<file path="src/rtl/lms_spi_sched.sv">
// lms_spi_sched: two-port round-robin SPI transaction scheduler for the shared
// board SPI bus. One 16-bit word per transaction, MSB first, idle-low SCLK,
// active-low per-target enables.
// Optional feature macro: LMS_SPI_READBACK_EN (MISO capture into a_rdata/b_rdata);
// when undefined, miso is unused and the rdata outputs are constant 0.
module lms_spi_sched #(
  parameter int unsigned CLK_DIV = 4
) (
  input  logic        clk,
  input  logic        rst,
  input  logic        a_req,
  input  logic [2:0]  a_tgt,
  input  logic [15:0] a_wdata,
  output logic        a_ack,
  output logic [7:0]  a_rdata,
  input  logic        b_req,
  input  logic [2:0]  b_tgt,
  input  logic [15:0] b_wdata,
  output logic        b_ack,
  output logic [7:0]  b_rdata,
  output logic        sclk,
  output logic        mosi,
  input  logic        miso,
  output logic [4:0]  sen_n,
  output logic        busy,
  output logic        last_b
);

  typedef enum logic [2:0] {IDLE, SETUP, SHIFT, HOLD, DONE, GAP} state_t;

  localparam logic [7:0] DIV_LAST = 8'(CLK_DIV - 1);

  state_t      state_q, state_d;
  logic [7:0]  div_q, div_d;
  logic [3:0]  bit_q, bit_d;
  logic [15:0] sh_q, sh_d;
  logic        sclk_q, sclk_d;
  logic        mosi_q, mosi_d;
  logic [4:0]  sen_n_q, sen_n_d;
  logic        a_ack_q, a_ack_d;
  logic        b_ack_q, b_ack_d;
  logic        busy_q, busy_d;
  logic        last_b_q, last_b_d;

  logic        div_end;
  logic        gnt_b;
  logic [2:0]  sel_tgt;
  logic [15:0] sel_wdata;
  // Strobes towards the readback datapath
  logic        cap_clr, cap_en, ld_a, ld_b;

  assign div_end = (div_q == DIV_LAST);

  // Next-state and registered-output logic for the transaction sequencer
  always_comb begin
    state_d   = state_q;
    div_d     = div_q;
    bit_d     = bit_q;
    sh_d      = sh_q;
    sclk_d    = sclk_q;
    mosi_d    = mosi_q;
    sen_n_d   = sen_n_q;
    a_ack_d   = 1'b0;
    b_ack_d   = 1'b0;
    busy_d    = busy_q;
    last_b_d  = last_b_q;
    gnt_b     = 1'b0;
    sel_tgt   = '0;
    sel_wdata = '0;
    cap_clr   = 1'b0;
    cap_en    = 1'b0;
    ld_a      = 1'b0;
    ld_b      = 1'b0;
    case (state_q)
      IDLE: begin
        if (a_req || b_req) begin
          // B wins only if A is not asking or A was served last
          gnt_b     = b_req && (!a_req || !last_b_q);
          sel_tgt   = gnt_b ? b_tgt : a_tgt;
          sel_wdata = gnt_b ? b_wdata : a_wdata;
          last_b_d  = gnt_b;
          sh_d      = sel_wdata;
          div_d     = '0;
          bit_d     = '0;
          busy_d    = 1'b1;
          cap_clr   = 1'b1;
          if (sel_tgt <= 3'd4) begin
            state_d = SETUP;
            sen_n_d = ~(5'b00001 << sel_tgt);
            mosi_d  = sel_wdata[15];
            sclk_d  = 1'b0;
          end else begin
            // Invalid target: skip the bus entirely, ack with zero rdata
            state_d = DONE;
            a_ack_d = !gnt_b;
            b_ack_d = gnt_b;
            ld_a    = !gnt_b;
            ld_b    = gnt_b;
          end
        end
      end
      SETUP: begin
        if (div_end) begin
          state_d = SHIFT;
          div_d   = '0;
        end else begin
          div_d = div_q + 8'd1;
        end
      end
      SHIFT: begin
        if (div_end) begin
          div_d = '0;
          if (!sclk_q) begin
            sclk_d = 1'b1;
            cap_en = 1'b1;
          end else begin
            sclk_d = 1'b0;
            if (bit_q == 4'd15) begin
              state_d = HOLD;
            end else begin
              bit_d  = bit_q + 4'd1;
              sh_d   = {sh_q[14:0], 1'b0};
              mosi_d = sh_q[14];
            end
          end
        end else begin
          div_d = div_q + 8'd1;
        end
      end
      HOLD: begin
        if (div_end) begin
          state_d = DONE;
          div_d   = '0;
          sen_n_d = '1;
          mosi_d  = 1'b0;
          a_ack_d = !last_b_q;
          b_ack_d = last_b_q;
          ld_a    = !last_b_q;
          ld_b    = last_b_q;
        end else begin
          div_d = div_q + 8'd1;
        end
      end
      DONE: begin
        state_d = GAP;
        div_d   = '0;
      end
      GAP: begin
        if (div_end) begin
          state_d = IDLE;
          busy_d  = 1'b0;
        end else begin
          div_d = div_q + 8'd1;
        end
      end
      default: begin
        state_d = IDLE;
        busy_d  = 1'b0;
        sen_n_d = '1;
        sclk_d  = 1'b0;
      end
    endcase
  end

  // Sequencer state and output registers
  always_ff @(posedge clk) begin
    if (rst) begin
      state_q  <= IDLE;
      div_q    <= '0;
      bit_q    <= '0;
      sh_q     <= '0;
      sclk_q   <= 1'b0;
      mosi_q   <= 1'b0;
      sen_n_q  <= '1;
      a_ack_q  <= 1'b0;
      b_ack_q  <= 1'b0;
      busy_q   <= 1'b0;
      last_b_q <= 1'b1;
    end else begin
      state_q  <= state_d;
      div_q    <= div_d;
      bit_q    <= bit_d;
      sh_q     <= sh_d;
      sclk_q   <= sclk_d;
      mosi_q   <= mosi_d;
      sen_n_q  <= sen_n_d;
      a_ack_q  <= a_ack_d;
      b_ack_q  <= b_ack_d;
      busy_q   <= busy_d;
      last_b_q <= last_b_d;
    end
  end

`ifdef LMS_SPI_READBACK_EN
  logic [7:0] rx_q, rx_d;
  logic [7:0] a_rdata_q, a_rdata_d;
  logic [7:0] b_rdata_q, b_rdata_d;

  // MISO capture on SCLK rise; rdata loads on ack (zero for invalid-target grants,
  // where clear and load coincide)
  always_comb begin
    rx_d      = rx_q;
    a_rdata_d = a_rdata_q;
    b_rdata_d = b_rdata_q;
    if (cap_clr)     rx_d = '0;
    else if (cap_en) rx_d = {rx_q[6:0], miso};
    if (ld_a) a_rdata_d = cap_clr ? '0 : rx_q;
    if (ld_b) b_rdata_d = cap_clr ? '0 : rx_q;
  end

  // Readback registers
  always_ff @(posedge clk) begin
    if (rst) begin
      rx_q      <= '0;
      a_rdata_q <= '0;
      b_rdata_q <= '0;
    end else begin
      rx_q      <= rx_d;
      a_rdata_q <= a_rdata_d;
      b_rdata_q <= b_rdata_d;
    end
  end

  assign a_rdata = a_rdata_q;
  assign b_rdata = b_rdata_q;
`else
  logic unused_readback;
  assign unused_readback = ^{miso, cap_clr, cap_en, ld_a, ld_b};
  assign a_rdata = '0;
  assign b_rdata = '0;
`endif

  assign sclk   = sclk_q;
  assign mosi   = mosi_q;
  assign sen_n  = sen_n_q;
  assign a_ack  = a_ack_q;
  assign b_ack  = b_ack_q;
  assign busy   = busy_q;
  assign last_b = last_b_q;

endmodule

</file>
<file path="config.mk">
export PLATFORM = sky130hd
export DESIGN_NAME = lms_spi_sched
export DESIGN_NICKNAME = d
export VERILOG_FILES = /design/src/rtl/lms_spi_sched.sv
export SDC_FILE = /design/constraint.sdc
export NUM_CORES = 1
export LEC_CHECK = 0
export CAP_MARGIN = 20
export CORE_MARGIN = 2
export CORE_UTILIZATION = 51
export CTS_CLUSTER_DIAMETER = 30
export DETAILED_ROUTE_END_ITERATION = 16
export GPL_ROUTABILITY_DRIVEN = 0
export PLACE_DENSITY_LB_ADDON = 0.12
export SLEW_MARGIN = 10
export SYNTH_ARGS = -nofsm -noshare
export SYNTH_HDL_FRONTEND = slang
export SYNTH_SLANG_ARGS = --single-unit
export TNS_END_PERCENT = 50
</file>
<file path="constraint.sdc">
create_clock -name clk -period 4.4 [get_ports clk]
set_clock_uncertainty 0.05 [all_clocks]
set_input_delay 0.88 -clock clk [delete_from_list [all_inputs] [get_ports clk]]
set_output_delay 0.88 -clock clk [all_outputs]
set_load 0.05 [all_outputs]
</file>
==> metrics.txt <==
Cells after Synth=between 200 and 300; Seq/Total Area, Yosys=0.3376; crit path capture type=flip-flop; XOR/XNOR Fraction of Synth Area=0.02162; Worst Setup SP=b_req; vias in the first global route=a little under 2000; hold slack=a little over 0.4 ns; power density cells=328.8 mW/mm^2; Synth Flop Type=dfxtp_1; fin nets=384; post-synthesis mux area share=0.09933; Die X=73.04 um; routed length per placed instance=12.97 um; status=finished clean; Die H=about 73 um; DP Worst Slack=1.536 ns; Setup violations, final=0; final core utilization=0.6389; CORE AREA=approximately 0.0047 mm^2; # rows=25; Synth cell types=55; Tot GR Track Use=0.2054; first-pass GRT wire length=8.866 mm; Root Driver=clkbuf_8; CTS tree=yes; Num CTS Buffers=5; Antenna Nets Post-Route=0; leakage power=1.108 nW; DP Wirelength=approximately 3.7 mm; Tmin final=2.585 ns; Relative slew margins=0.5066; Initial Utilization=0.5216; Post-Syn Area per Cell=8.269 um^2; initial antenna violation count=0; Finished Layout Cells=slightly below 400; Placed Instances=slightly below 400; clock-pin slew on the worst setup and hold paths=0.08 ns; VDD IR-drop max=0.1820 mV; Sink Count=41; final hold vios=0; worst endpoint required time=4.53 ns; Gate power share=0.311; Max Cap Viol=0; Synth async-reset ratio=0; Hold WC Path Type=flip-flop to flip-flop; Post-synth EDFFs=0; Clock Tree Buf Depth=2; CP Launch Type=primary input; Setup CP Type=primary input to flip-flop; maximum clock frequency=386.9 MHz; HP Start=sh_q[2]; Final period util=0.5874; largest family of logic cells by synthesized area=compound AO/OA/AOI/OAI gates; P_int=approximately 630 uW; Yosys reg bits=41; Psw=344.5 uW; commonest non-fill, non-tap cell in the layout=clkdlybuf4s50_1; Sequential Power Share=0.442; compound-cell area share of the yosys netlist=0.2331; Area Overhead vs Synth=22.49%; total detailed-routing wirelength=5.110 mm; Slew Limit Fails=0; CTS resizes=0; Critical Path AT=2.71 ns; Switching Share=0.3518; clock power share=0.247; Reg-to-Reg Start=state_q[0]; pin count of the biggest net entering global routing=31; cts hold-fix bufs=0; Setup TNS=0 ns; die footprint=0.005335 mm^2; CP Max Fanout=26; ant diodes=0; Mapped Area=0.002431 mm^2; placed cell area=0.002894 mm^2; drt via density=5.591; post-CTS setup buffer count=0; worst-margin pin slew=0.7378 ns; most frequent cells in the layout=clkdlybuf4s50_1, dfxtp_1, nand2_1; Synth Area in Simple Gates=0.2017; YS warnings=0; via count=around 2200; drc violations=0; H-tree lvl count=2; Post-Synth Adder-Cell Area=0.01029; fin worst setup slack=about 1.8 ns; I/O Buffers=52; share of cells above drive strength 1=0.06471; final instance area=0.002978 mm^2; clk_lat worst skew=0.29 ns; Top Ports=70; Tot Pwr=979.1 uW; GR Overflow Total=0; First DRT Iteration DRCs=between 150 and 200; RSZ-0062 raised after global routing=no; 1st-pass router iterations=4
## flip-flops by register name, summed over array words and instances (netlist names)
signal,flops
a_ack,1
b_ack,1
bit_q,4
busy,1
div_q,8
last_b,1
mosi,1
sclk,1
sen_n,5
sh_q,15
state_q,3
## final cells by class
class | count | area, um^2
clock inverter | 1 | 7.507
inverter | 6 | 22.52
sequential | 41 | 820.8
fill | 404 | 1683
tap | 54 | 67.56
timing repair buffer | 55 | 543.0
multi-input combinational | 230 | 1440
clock buffer | 7 | 76.32
## cells by family (layout without fill, tap and decap cells)
family	after synthesis	in the layout
simple gates	98	98
fa+ha+maj	2	2
other cells	1	16
xor+xnor	6	6
flops	41	41
mux	24	24
buf+inv	38	69
compound gates	84	84
## power by group through the flow
stage                     sequential, mW  combinational (mW)  clock [mW]
final                              0.433               0.304       0.242
after global routing               0.438               0.336       0.259
after CTS                          0.433               0.305       0.246
after detailed placement           0.442               0.303           0
after global placement             0.442               0.300           0
after floorplan                    0.458               0.217           0
## critical path: stages
cell and delay (ns):
clkdlybuf4s50_1 0.46, a21boi_2 0.19, buf_4 0.26, or3b_1 0.39, a211oi_1 0.29, and2_1 0.18, mux2i_1 0.06
## cell usage after synthesis (all sizes together), types with 3 or more instances
master	count	area [um^2]
o211ai	16	120.1
a21oi	32	160.2
nor3	11	65.06
buf	26	185.2
o21ai	9	52.55
and2	4	25.02
a31oi	3	33.78
xnor2	4	35.03
mux2i	23	230.2
nand4	4	31.28
nand3	6	30.03
nand2	41	158.9
dfxtp	41	820.8
a211oi	4	30.03
nor2	20	75.07
clkbuf	6	22.52
inv	6	22.52
## metal layers
metal	vias up	track usage	wire, um
met1	1018	0.2895	2495
met2	55	0.3203	2358
met4	0	0.06173	42
met3	5	0.03453	214
met5	-	0	0
li1	1125	-	-
## path summary, 6_finish.rpt
check                           endpoint  slack (ns)  depth (start not counted)
worst max-delay path            sen_n[1]        1.82                          7
worst min-delay path             sh_q[2]        0.40                          2
worst max register to register   sh_q[8]        2.24                          5
worst min register to register   sh_q[2]        0.40                          2
Power figures use the tool's default switching activity.
